## src/rtl/serial_add_ctrl.sv

```systemverilog
// serial_add_ctrl: bit-serial adder sequencer.
//
// Captures two WIDTH-bit operands and a carry-in on an accepted start.
// It then steps a single 1-bit full-adder cell LSB-first, one bit per clock.
// The carry between bit positions is held in a register.
// S/Cout are loaded only when the last bit has been processed, so partial sums
// are never visible on S.
//
// Parameters:
//   WIDTH  operand/result width in bits (2..64)
//
// Ports:
//   clk    rising-edge clock
//   rst    synchronous, active-high reset (clears control and datapath)
//   start  request, sampled only while idle
//   A, B   operands, captured on an accepted start
//   Cin    carry-in, captured on an accepted start
//   sub    subtract select (only when SERIAL_ADD_SUB_EN is defined)
//   S      result register, holds the last result
//   Cout   final carry, holds the last result
//   busy   high while an operation is in progress
//   done   one-cycle pulse in the cycle after S/Cout update
//
// Optional feature macro: SERIAL_ADD_SUB_EN
//   When defined, the sub port exists.
//   sub=1 computes A-B as A + ~B + 1, and Cin is ignored.
//   Cout=1 then means no borrow.
module serial_add_ctrl #(
  parameter int WIDTH = 8
) (
  input  logic             clk,
  input  logic             rst,
  input  logic             start,
  input  logic [WIDTH-1:0] A,
  input  logic [WIDTH-1:0] B,
  input  logic             Cin,
`ifdef SERIAL_ADD_SUB_EN
  input  logic             sub,
`endif
  output logic [WIDTH-1:0] S,
  output logic             Cout,
  output logic             busy,
  output logic             done
);

  localparam int CNT_W = $clog2(WIDTH);
  localparam logic [CNT_W-1:0] LAST = CNT_W'(WIDTH - 1);

  typedef enum logic [1:0] {IDLE, RUN, DONE} state_t;

  state_t           state, state_nxt;
  logic [WIDTH-1:0] op_a, op_b;
  // Holds the WIDTH-1 sum bits produced so far.
  // The final bit comes straight from the adder cell.
  logic [WIDTH-2:0] sum_sr;
  logic [WIDTH-1:0] sum_nxt;
  logic             carry;
  logic [CNT_W-1:0] cnt;
  logic             fa_s, fa_c;
  logic             accept, last_bit;
  logic [WIDTH-1:0] b_in;
  logic             c_in;

  // The single shared full-adder cell: returns {cout, s}.
  function automatic logic [1:0] full_add(input logic a, input logic b, input logic ci);
    return {(a & b) | (a & ci) | (b & ci), a ^ b ^ ci};
  endfunction

`ifdef SERIAL_ADD_SUB_EN
  // Two's-complement subtract: invert B and force carry-in to 1.
  assign b_in = sub ? ~B : B;
  assign c_in = sub ? 1'b1 : Cin;
`else
  assign b_in = B;
  assign c_in = Cin;
`endif

  assign {fa_c, fa_s} = full_add(op_a[0], op_b[0], carry);
  assign sum_nxt      = {fa_s, sum_sr};

  always_ff @(posedge clk) begin
    if (rst) state <= IDLE;
    else     state <= state_nxt;
  end

  always_comb begin
    state_nxt = state;
    accept    = 1'b0;
    last_bit  = 1'b0;
    case (state)
      IDLE: begin
        if (start) begin
          accept    = 1'b1;
          state_nxt = RUN;
        end
      end
      RUN: begin
        if (cnt == LAST) begin
          last_bit  = 1'b1;
          state_nxt = DONE;
        end
      end
      DONE:    state_nxt = IDLE;
      default: state_nxt = IDLE;
    endcase
  end

  assign busy = (state == RUN);
  assign done = (state == DONE);

  // Operand capture, then one bit per clock.
  // The sum bit enters at the MSB, so after WIDTH steps bit 0 is the first bit computed.
  always_ff @(posedge clk) begin
    if (rst) begin
      op_a   <= '0;
      op_b   <= '0;
      sum_sr <= '0;
      carry  <= 1'b0;
      cnt    <= '0;
      S      <= '0;
      Cout   <= 1'b0;
    end else if (accept) begin
      op_a  <= A;
      op_b  <= b_in;
      carry <= c_in;
      cnt   <= '0;
    end else if (state == RUN) begin
      op_a   <= op_a >> 1;
      op_b   <= op_b >> 1;
      carry  <= fa_c;
      sum_sr <= sum_nxt[WIDTH-1:1];
      cnt    <= cnt + 1'b1;
      if (last_bit) begin
        S    <= sum_nxt;
        Cout <= fa_c;
      end
    end
  end

endmodule
```

## config.mk

```make
export PLATFORM = sky130hd
export DESIGN_NAME = serial_add_ctrl
export DESIGN_NICKNAME = d
export VERILOG_FILES = /design/src/rtl/serial_add_ctrl.sv
export SDC_FILE = /design/constraint.sdc
export NUM_CORES = 1
export LEC_CHECK = 0
export CAP_MARGIN = 20
export CORE_ASPECT_RATIO = 0.75
export CORE_MARGIN = 1.5
export CORE_UTILIZATION = 55
export CTS_CLUSTER_DIAMETER = 200
export DETAILED_ROUTE_END_ITERATION = 10
export GPL_TIMING_DRIVEN = 0
export MAX_ROUTING_LAYER = met4
export PLACE_DENSITY_LB_ADDON = 0.25
export SLEW_MARGIN = 25
export SYNTH_ARGS = -nofsm -noshare
export SYNTH_HDL_FRONTEND = slang
export SYNTH_SLANG_ARGS = --single-unit
```

## constraint.sdc

```tcl
create_clock -name clk -period 3.2 [get_ports clk]
set_input_delay 0.64 -clock clk [delete_from_list [all_inputs] [get_ports clk]]
set_output_delay 0.64 -clock clk [all_outputs]
set_load 0.01 [all_outputs]
```

## Yosys cells after proc, flatten, opt, wreduce, memory -nomap -nowiden

Index checks and enable logic that the tools add are counted.
Widths: inputs -> output; s select.

- Flip-flop bits (word level): 38
- Output and inout bits: 11
- Word-level logic and storage cells: 41
- Input bits: 20

- Multiplexer cells: 13
- Bitwise logic cells: 8
- $add $sub $neg: 1
- Reductions and logical operators: 6
- Equal/unequal tests: 5

Operators by type and width:

| cell | count |
|---|---|
| $mux 8 | 4 |
| $mux 1 | 6 |
| $mux 2 | 2 |
| $pmux 2 s2 | 1 |
| $reduce_and 2->1 | 2 |
| $add 3x1->3 const B | 1 |
| $and 1x1->1 | 3 |
| $eq 3x3->1 const B | 1 |
| $reduce_and 3->1 | 1 |
| $eq 2x1->1 const B | 1 |
| $eq 2x2->1 const B | 1 |
| $logic_not 2->1 | 1 |
| $ne 2x1->1 const B | 1 |
| $ne 2x2->1 const B | 1 |
| $or 1x1->1 | 2 |
| $reduce_bool 2->1 | 1 |
| $reduce_or 2->1 | 1 |
| $xor 1x1->1 | 2 |
| $not 1->1 | 1 |

## Longest topological paths before layout

- Depth after elaboration: 5
- Mapped depth: 8
- Depth with buffers taken out: 5

## Worst setup path before layout

OpenSTA, ideal clock, no wires.

- Path kind: register -> output
- Start: register state[1]
- End: output port busy
- Data arrival time: 0.976 ns
- Path slack: 1.584 ns
- Buffers on the path: 4
- Required time: 2.560 ns
- Cell stages (with the launch flop): 7
- Path through: dfxtp_1 buf_6 nand2b_1 buf_2 inv_2 buf_6 buf_6

- Cells in the longest elaborated chain, start to end: 1

RTL lines:

| element | line | RTL |
|---|---|---|
| from (decl) | 51 | `state_t state, state_nxt;` |
| from (signal assigned) | 83 | `else state <= state_nxt;` |
| $eq 2x1->1 | 108 | `assign busy = (state == RUN);` |
| to (decl) | 42 | `output logic busy,` |

No other way between the ends.

## Worst setup path after layout

Same ends and word-level chain as after synthesis.

==> out/results.txt <==
Most used standard cells in the synthesized netlist = sky130_fd_sc_hd__dfxtp_1 (38), sky130_fd_sc_hd__nand2_1 (36), sky130_fd_sc_hd__a21oi_1 (32), sky130_fd_sc_hd__nor2_1 (17), sky130_fd_sc_hd__nand3_1 (10)
Area used by multi-input combinational logic = 754 µm²
Number of synthesized register bits = 38
Area of all sequential standard cells = 761 µm²
I/O pin count = 31
Detailed Routing Iterations Pass 1 = 4
Tightest Pin Transition = 591 ps
Post-DP Area = 0.00198 mm²
Kind of critical path = reg2out
Tot GR Track Use = 24.4%
Post-Syn Area = 0.00164 mm²
Critical Path Start Type = flop
Area added between synthesis and finish = 25.1%
PD cells = 467 mW/mm²
Maximum count of clock buffers along a single path = 2
CTS hold repair buffers = 0
Share of Yosys cell area claimed by the top area cell type = 46.4%
Fmax = 394 MHz
Worst hold slack = 458 ps
Final worst-path cycle share = 79.2%
Overflow left after global routing = 0
CTS sink cnt = 38
Maximum Capacitance Violations = 0
Setup Skew = 3.54 ps
1st-iter DRT viols = 94
Worst endpoint required time = 2560 ps
Final total negative setup slack = 0 ps
Clock latency of the later-clocked register in the worst-skew pair = 290 ps
R2r setup slk = 1600 ps
Post-DP HPWL = 2540 µm
Maximum number of pins on one net before global-route repair = 11
Number of gates given a new drive strength after cts = 0
H-tree depth = 2
Cell area after layout = 0.00205 mm²
Maximum vdd drop = 0.366 mV
Static leakage power = 0.755 nW
Final number of max-transition violations = 0
CORE AREA = 0.00272 mm²
Die Ht = 50.3 µm
Die ar. = 0.00332 mm²
Non-filler cells in the finished layout = 261
Slowest stage delay, CP = 540 ps
Setup violation total in the final timing report = 0
Floorplan row count = 16
Top cell family by delay on the critical path = buffers and inverters
Data arrival time of the worst path = 1890 ps
Routed length per instance = 13.6 µm
Count of unique library cells instantiated by Yosys = 28
Cell taking the most area after synthesis = sky130_fd_sc_hd__dfxtp_1
Post-detailed-route DRC marker count = 0
Last weighted congestion value of the routability-driven placer = 0.775
Worst path buffer plus inverter count = 6
TritonCTS clock tree = yes
Post-Place Cells = 254
Post-Synthesis Net Count = 212
Most frequent cell after synthesis = sky130_fd_sc_hd__dfxtp_1
Fraction of registers with async set/reset = 0%
Minimum period implied by the final worst setup slack = 2530 ps
Most frequently used flop master after synthesis = sky130_fd_sc_hd__dfxtp_1
Via total after detailed routing = 1455
Most used cell along the critical path = sky130_fd_sc_hd__buf_6
Number of flops mapped to enable cells by yosys = 0
Cell with the largest stage delay on the worst path = sky130_fd_sc_hd__clkdlybuf4s50_1
Worst hold path type = reg2reg
Number of nets in the layout = 248
Largest fanout on the critical path = 10
Layout filler cell count = 192
Number of global-route vias before repair = 1378
Fraction of layout instances using a drive strength above 1 = 12.9%
Crit. End Element = output pin
List of cells traversed by the critical path = buf_6, nand2b_1, buf_2, inv_2, buf_6, buf_6, clkdlybuf4s50_1
Slew HR = 60.6%
Worst-path clk slew = 60 ps
Synthesized area per cell = 8.68 µm²
Number of antenna violations at the first check in global routing = 0
Final ANT Viol Nets = 0
Number of port buffers = 29
Number of antenna cells inserted = 0
Number of failing hold endpoints at the final stage = 0
Master cell of the clock root buffer = sky130_fd_sc_hd__clkbuf_8
Post-Synthesis Cells = 189
Result of the run = finished clean
Initial cell density of the core = 60.2%
Number of setup buffers added after CTS = 0
Fraction of the yosys area taken by sequential cells = 46.4%
Die span in x = 66.1 µm
YS warnings = 0
Number of buffers inserted during clock tree synthesis = 5
Leading cell types by total area after synthesis = sky130_fd_sc_hd__dfxtp_1 (46%), sky130_fd_sc_hd__a21oi_1 (9.8%), sky130_fd_sc_hd__nand2_1 (8.2%), sky130_fd_sc_hd__nor2_1 (3.9%), sky130_fd_sc_hd__a211oi_2 (3.8%)
Detailed-route wire length = 3560 µm
Ratio of routed vias to standard cells = 5.57
Wire length of the first global-routing pass = 5820 µm
Setup repair after global routing missed its margin = false
==> state kept, by name (all words and copies together) (netlist names) <==
signal	flops
S	8
op_a	8
op_b	8
sum_sr	7
cnt	3
state	2
Cout	1
carry	1
==> worst paths after layout <==
check / startpoint / endpoint / depth (start not counted)
setup reg to reg: cnt[0] / Cout / 6
hold / removal: S[7] / S[7] / 2
setup / recovery: state[1] / busy / 7
hold reg to reg: S[7] / S[7] / 2
==> worst reg2reg max path, stage by stage, from the launching register on <==
cell and delay [ps]:
sky130_fd_sc_hd__dfxtp_1 330, sky130_fd_sc_hd__ha_1 200, sky130_fd_sc_hd__ha_1 170, sky130_fd_sc_hd__buf_2 180
sky130_fd_sc_hd__nand3b_1 320, sky130_fd_sc_hd__mux2i_1 230, sky130_fd_sc_hd__nor2_1 70
==> final cells by class <==
cell class	instances	share of cell area [%]
repair buffers	29	14.1
clock buffers	7	3.72
plain buffers	16	5.91
flip-flops and latches	38	37.1
inverters	1	0.183
well taps	36	2.20
multi-input cells	134	36.8
==> cells in the final DEF, fill, tap and decap left out, types with 2 or more instances in the layout <==
cell                              count
sky130_fd_sc_hd__a211oi_1             7
sky130_fd_sc_hd__a211oi_2             5
sky130_fd_sc_hd__a21oi_1             32
sky130_fd_sc_hd__buf_2                4
sky130_fd_sc_hd__buf_4                2
sky130_fd_sc_hd__buf_6                5
sky130_fd_sc_hd__clkbuf_1             5
sky130_fd_sc_hd__clkbuf_8             5
sky130_fd_sc_hd__clkdlybuf4s50_1     29
sky130_fd_sc_hd__dfxtp_1             38
sky130_fd_sc_hd__ha_1                 2
sky130_fd_sc_hd__mux2i_1              3
sky130_fd_sc_hd__nand2_1             36
sky130_fd_sc_hd__nand2b_1             4
sky130_fd_sc_hd__nand3_1             10
sky130_fd_sc_hd__nor2_1              17
sky130_fd_sc_hd__nor3_1               6
sky130_fd_sc_hd__or3b_2               3
==> per-layer routing <==
layer,routed length [µm],vias to the layer above,GRT usage (%),share of wire [%]
li1,-,708,-,-
met1,1510,675,27.2,42
met2,1710,66,38.2,48
met3,279,6,9.19,7.8
met4,61,0,13.3,1.7
met5,0,-,-,0
==> cells by family after synthesis <==
kind of cell,synth area share [%]
buf+inv,7.63
mux,1.83
compound gates,17.8
flops,46.4
simple gates,23.0
fa+ha+maj,2.75
xor+xnor,0.534
==> through the flow <==
stage,power (mW),setup WS [ps],utilization (%)
CTS,0.964,660,75.4
floorplan,0.614,1580,-
global placement,0.658,986,72.6
global route,1.00,589,75.4
detailed placement,0.664,981,72.6
finish,0.959,665,75.4
==> power breakdown <==
part | internal [mW] | total (mW) | switching (mW)
clock | 0.150 | 0.303 | 0.153
sequential | 0.496 | 0.510 | 0.0138
combinational | 0.0720 | 0.146 | 0.0741
Power figures use the tool's default switching activity.
==> edit 1: new RTL, same settings <==
Register the outputs `busy` and `done`, with the module's reset; this adds one clock of latency there. The other outputs are not delayed to match. Comments in the files are not updated.
--- a/src/rtl/serial_add_ctrl.sv
+++ b/src/rtl/serial_add_ctrl.sv
@@ -105,8 +105,15 @@
     endcase
   end
 
-  assign busy = (state == RUN);
-  assign done = (state == DONE);
+  always_ff @(posedge clk) begin
+    if (rst) begin
+      busy <= '0;
+      done <= '0;
+    end else begin
+      busy <= (state == RUN);
+      done <= (state == DONE);
+    end
+  end
 
   // Operand capture, then one bit per clock.
   // The sum bit enters at the MSB, so after WIDTH steps bit 0 is the first bit computed.
Behaviour: not the same (Yosys sat finds a counterexample within 4 cycles, from zero or initial values and one cycle with rst high).
==> edit 1 against the original RTL <==
  * Area after synthesis down 0.84%
  * Wire length rose by 10%
  * Cell area rose by 3.4%
  * Clock skew up 0.0056 ns
  * Core utilization rose by 3.1 points
  * Fmax up 33%
  * Critical path depth decreased by 1
  * Clock power up 87%
  * Power grew 30%
  * Die area is 0.80% lower
  * Register-to-register slack improved by 0.10 ns
  * Sequential cell count up 2
  * Worst setup slack better by 0.64 ns
==> edit 1: results (changes against the original RTL) <==
[global_route]
grt_pass1_wl_mm=6.49  ; +12%
antenna_found_initial=0  ; unchanged
grt_max_degree=14  ; +3
track_usage=0.274  ; +0.0293
gr-usage-met3=0.0936  ; +0.00168
gr-usage-met1=0.334  ; +0.0627
met2_usage=0.429  ; +0.0471
grt_pass1_vias=1400  ; +1.6%

[synth]
synth_common_cells=dfxtp_1, nand2_1, a21oi_1, nor2_1, a211oi_1
synth-main-ff-cell=dfxtp_1
yosys-top-cells-area=dfxtp_1, a21oi_1, nand2_1
synth_area_per_cell_sq_um=8.56  ; -1.4%
ys_types=26  ; -7.1%
syn_nets=213  ; +0.47%
seq_area_frac_synth=0.492  ; +0.0285
synth_warnings=0  ; unchanged

[critical_path]
critical_path_peak_fanout=10  ; unchanged
reg2regPathDepth=5  ; -1
rrSetupSlack_ns=1.70  ; +0.10 ns
cpPeakStageDelay_ns=0.56  ; +0.02 ns
crit_end=op_a[4]
crit_start=start
r2r-start=cnt[0]
arrival_ns=2.06  ; +0.17 ns
reg2reg_to=S[1]

[cts]
cts-buffers-inserted=5  ; unchanged
root_buffer=clkbuf_8
post-cts-setup-buffers=0  ; unchanged
cts_buffer_depth=2  ; unchanged
clkTransAtPathRegs_ns=0.08  ; +0.02 ns

[pwr]
max-vdd-ir-drop_v=0.000426  ; +16%
swShare=0.213  ; -0.0375
p_total_w=0.00124  ; +30%
p_clk_w=0.000568  ; +87%
top_power_group=the clock network
p_leak_nw=0.774  ; +2.6%
pg_seq_w=0.000536  ; +5.1%

[cells_and_area]
largestRegisters=S: 8 flops, op_a: 8 flops, op_b: 8 flops
drive_gt1_frac=0.0925  ; -0.0364
num_antenna_cells=0  ; unchanged
layout.nets=249  ; +0.40%
fin_cells=263  ; +0.77%
fill_cells=193  ; +0.52%
fin_util=0.785  ; +0.0310

[placed_design]
dpl_cell_area_sq_um=1960  ; -0.70%
dp.final_hpwl_mm=2.60  ; +2.3%
pre_cts_slack_ns=1.01  ; +0.0270 ns
gp_congestion=0.782  ; +0.90%

[detailed_routing]
drtAntennaViolNets=0  ; unchanged
totalWireLength_mm=3.93  ; +10%
detail_route.iter0.violations=78  ; -17%
vias=1475  ; +1.4%

[min_path]
worstHoldStart=S[0]
hold_end=S[0]

[timing]
hold_ws_ns=0.460  ; +0.00216 ns
worst_slew_pin_slew_ns=0.518  ; -0.0731 ns
fin_worst_skew_ns=0.00915  ; +0.00561 ns
max_freq_ghz=0.527  ; +33%

[run_status]
status=complete, no violations

==> edit 1: cells by family after synthesis <==
kind of cell             share of synthesized area
AO/OA/AOI/OAI                                0.185
XOR/XNOR                                   0.00539
adder cells (fa/ha/maj)                     0.0277
buffers and inverters                       0.0669
flip-flops                                   0.492
multiplexers                                0.0123
AND/OR/NAND/NOR                              0.210
==> edit 1: worst register-to-register path, stage by stage (launching register included) <==
cell and delay, ns:
dfxtp_1 0.33, ha_1 0.20, ha_1 0.21, nand3b_1 0.34, nand2_1 0.14, a21oi_1 0.21
==> edit 1: final cells by class <==
cell class | instances | area share
buffer | 15 | 0.0478
clock buffer | 5 | 0.0324
clock inverter | 3 | 0.0425
inverter | 2 | 0.00354
multi-input combinational | 133 | 0.338
sequential | 40 | 0.378
tap | 36 | 0.0212
timing repair buffer | 29 | 0.137
==> edit 1: per-layer routing <==
layer / up-vias / wire (microns)
li1: 724 / -
met1: 698 / 1740
met2: 48 / 1910
met3: 5 / 233
met4: 0 / 45
met5: - / 0
==> edit 2: new RTL, same flow settings <==
Made on the original files. Build with the macro `SERIAL_ADD_SUB_EN` defined.
--- a/src/rtl/serial_add_ctrl.sv
+++ b/src/rtl/serial_add_ctrl.sv
@@ -25,6 +25,8 @@
 //   When defined, the sub port exists.
 //   sub=1 computes A-B as A + ~B + 1, and Cin is ignored.
 //   Cout=1 then means no borrow.
+`define SERIAL_ADD_SUB_EN
+
 module serial_add_ctrl #(
   parameter int WIDTH = 8
 ) (
Interface: changed (added sub); port bits go from 31 to 32. No check against the original RTL was run, so the function may have changed too.
==> edit 2 against the original RTL <==
  * Sequential cell count unchanged
  * Power is 7.9% higher
  * Non-clock buffer count down 1
  * First-iteration DRC count up 1.1%
  * Worst setup slack improved by 0.043 ns
  * Clock skew rose by 0.00060 ns
  * Wire length grew 4.2%
  * Area after synthesis decreased by 3.4%
  * Cell area decreased by 1.1%
  * Sequential power hardly changed
  * Global-route usage grew 0.63 points
==> edit 2: results (changes against the original RTL) <==
[placed_design]
gp_congestion=0.778  ; +0.28%
dp.final_hpwl_mm=2.60  ; +2.4%

[detailed_routing]
detail_route.iter0.violations=95  ; +1.1%
via_per_inst=5.60  ; +0.45%
wl_per_cell_microns=14.5  ; +6.6%

[critical_path]
rrSetupSlack_ns=1.32  ; -0.28 ns
cp_slowest_cell=clkdlybuf4s50_1
cpPeakStageDelay_ns=0.57  ; +0.03 ns
crit_end=busy

[global_route]
grt_max_degree=13  ; +2
track_usage=0.251  ; +0.00629
grt_pass1_vias=1318  ; -4.4%
grt_pass1_wl_mm=5.89  ; +1.2%
antenna_found_initial=0  ; unchanged

[cells_and_area]
layout.nets=242  ; -2.4%
drive_gt1_frac=0.0913  ; -0.0376

[synth]
synth_xor_area_frac=0.0497  ; +0.0444
syn_nets=206  ; -2.8%
synthAdderAreaFrac=0.0284  ; +0.000954
seq_area_frac_synth=0.480  ; +0.0161
synth_common_cells=dfxtp_1, nand2_1, a21oi_1, nor2_1, nand3_1
muxShareOfSynthArea=0.0189  ; +0.000636
async_flop_share=0  ; unchanged
synth_compound_area_frac=0.179  ; +0.000674
yosys-top-cells-area=dfxtp_1, a21oi_1, nand2_1

[pwr]
max-vdd-ir-drop_v=0.000438  ; +20%
p_leak_nw=0.758  ; +0.46%

[timing]
worst_slew_pin_slew_ns=0.490  ; -0.101 ns
fin_worst_skew_ns=0.00414  ; +0.000604 ns

[min_path]
worstHoldStart=S[3]
hold_end=S[3]

[cts]
clk_latency_ns=0.29  ; about the same

[run_status]
status=complete, no violations

edit 2: changes by cell type after synthesis, sizes merged, moves of 4 or more:
cell    delta
nand2      -5
xnor2      +7
buf        -4
a211oi     -6
a221o      +7
a21oi      -8
edit 2: kinds of logic (layout without fill, tap and decap cells):
kind of cell | after synthesis | count (layout)
AOI/OAI and AO/OA | 44 | 44
xor gates and xnor gates | 9 | 9
adders and majority gates | 3 | 3
buffers and inverters | 16 | 53
DFF | 38 | 38
muxes | 3 | 3
and+or+nand+nor | 69 | 69
edit 2: layout make-up:
type,count,area (sq um),area share
Clock buffer,5,68.8,0.0339
Sequential cell,38,761,0.375
Multi-Input combinational cell,128,741,0.365
Clock inverter,3,40.0,0.0197
Tap cell,36,45.0,0.0222
Buffer,15,80.1,0.0395
Inverter,1,3.75,0.00185
Timing Repair Buffer,29,290,0.143
edit 2: report_power, final:
group	switching, W	total (W)	internal, W
sequential	0.0000139	0.000508	0.000494
clock	0.000168	0.000397	0.000229
combinational	0.0000659	0.000129	0.0000629
total	0.000248	0.00103	0.000787
edit 2: layer usage:
metal  share of wire  global-route usage
met1            0.43               0.296
met2            0.50               0.414
met3           0.053              0.0571
met4           0.021               0.103
met5               0                   -
edit 2: metrics by stage:
step | cell area, sq um | power, W | utilization | setup WS, ns | instances
final | 2030 | 0.00103 | 0.757 | 0.708 | 255
after global routing | 2030 | 0.00107 | 0.757 | 0.614 | 255
after CTS | 2030 | 0.00104 | 0.757 | 0.718 | 255
after detailed placement | 1920 | 0.000644 | 0.716 | 0.973 | 247
after global placement | 1920 | 0.000636 | 0.716 | 1.05 | 247
after floorplan | 1590 | 0.000596 | - | 1.57 | 182
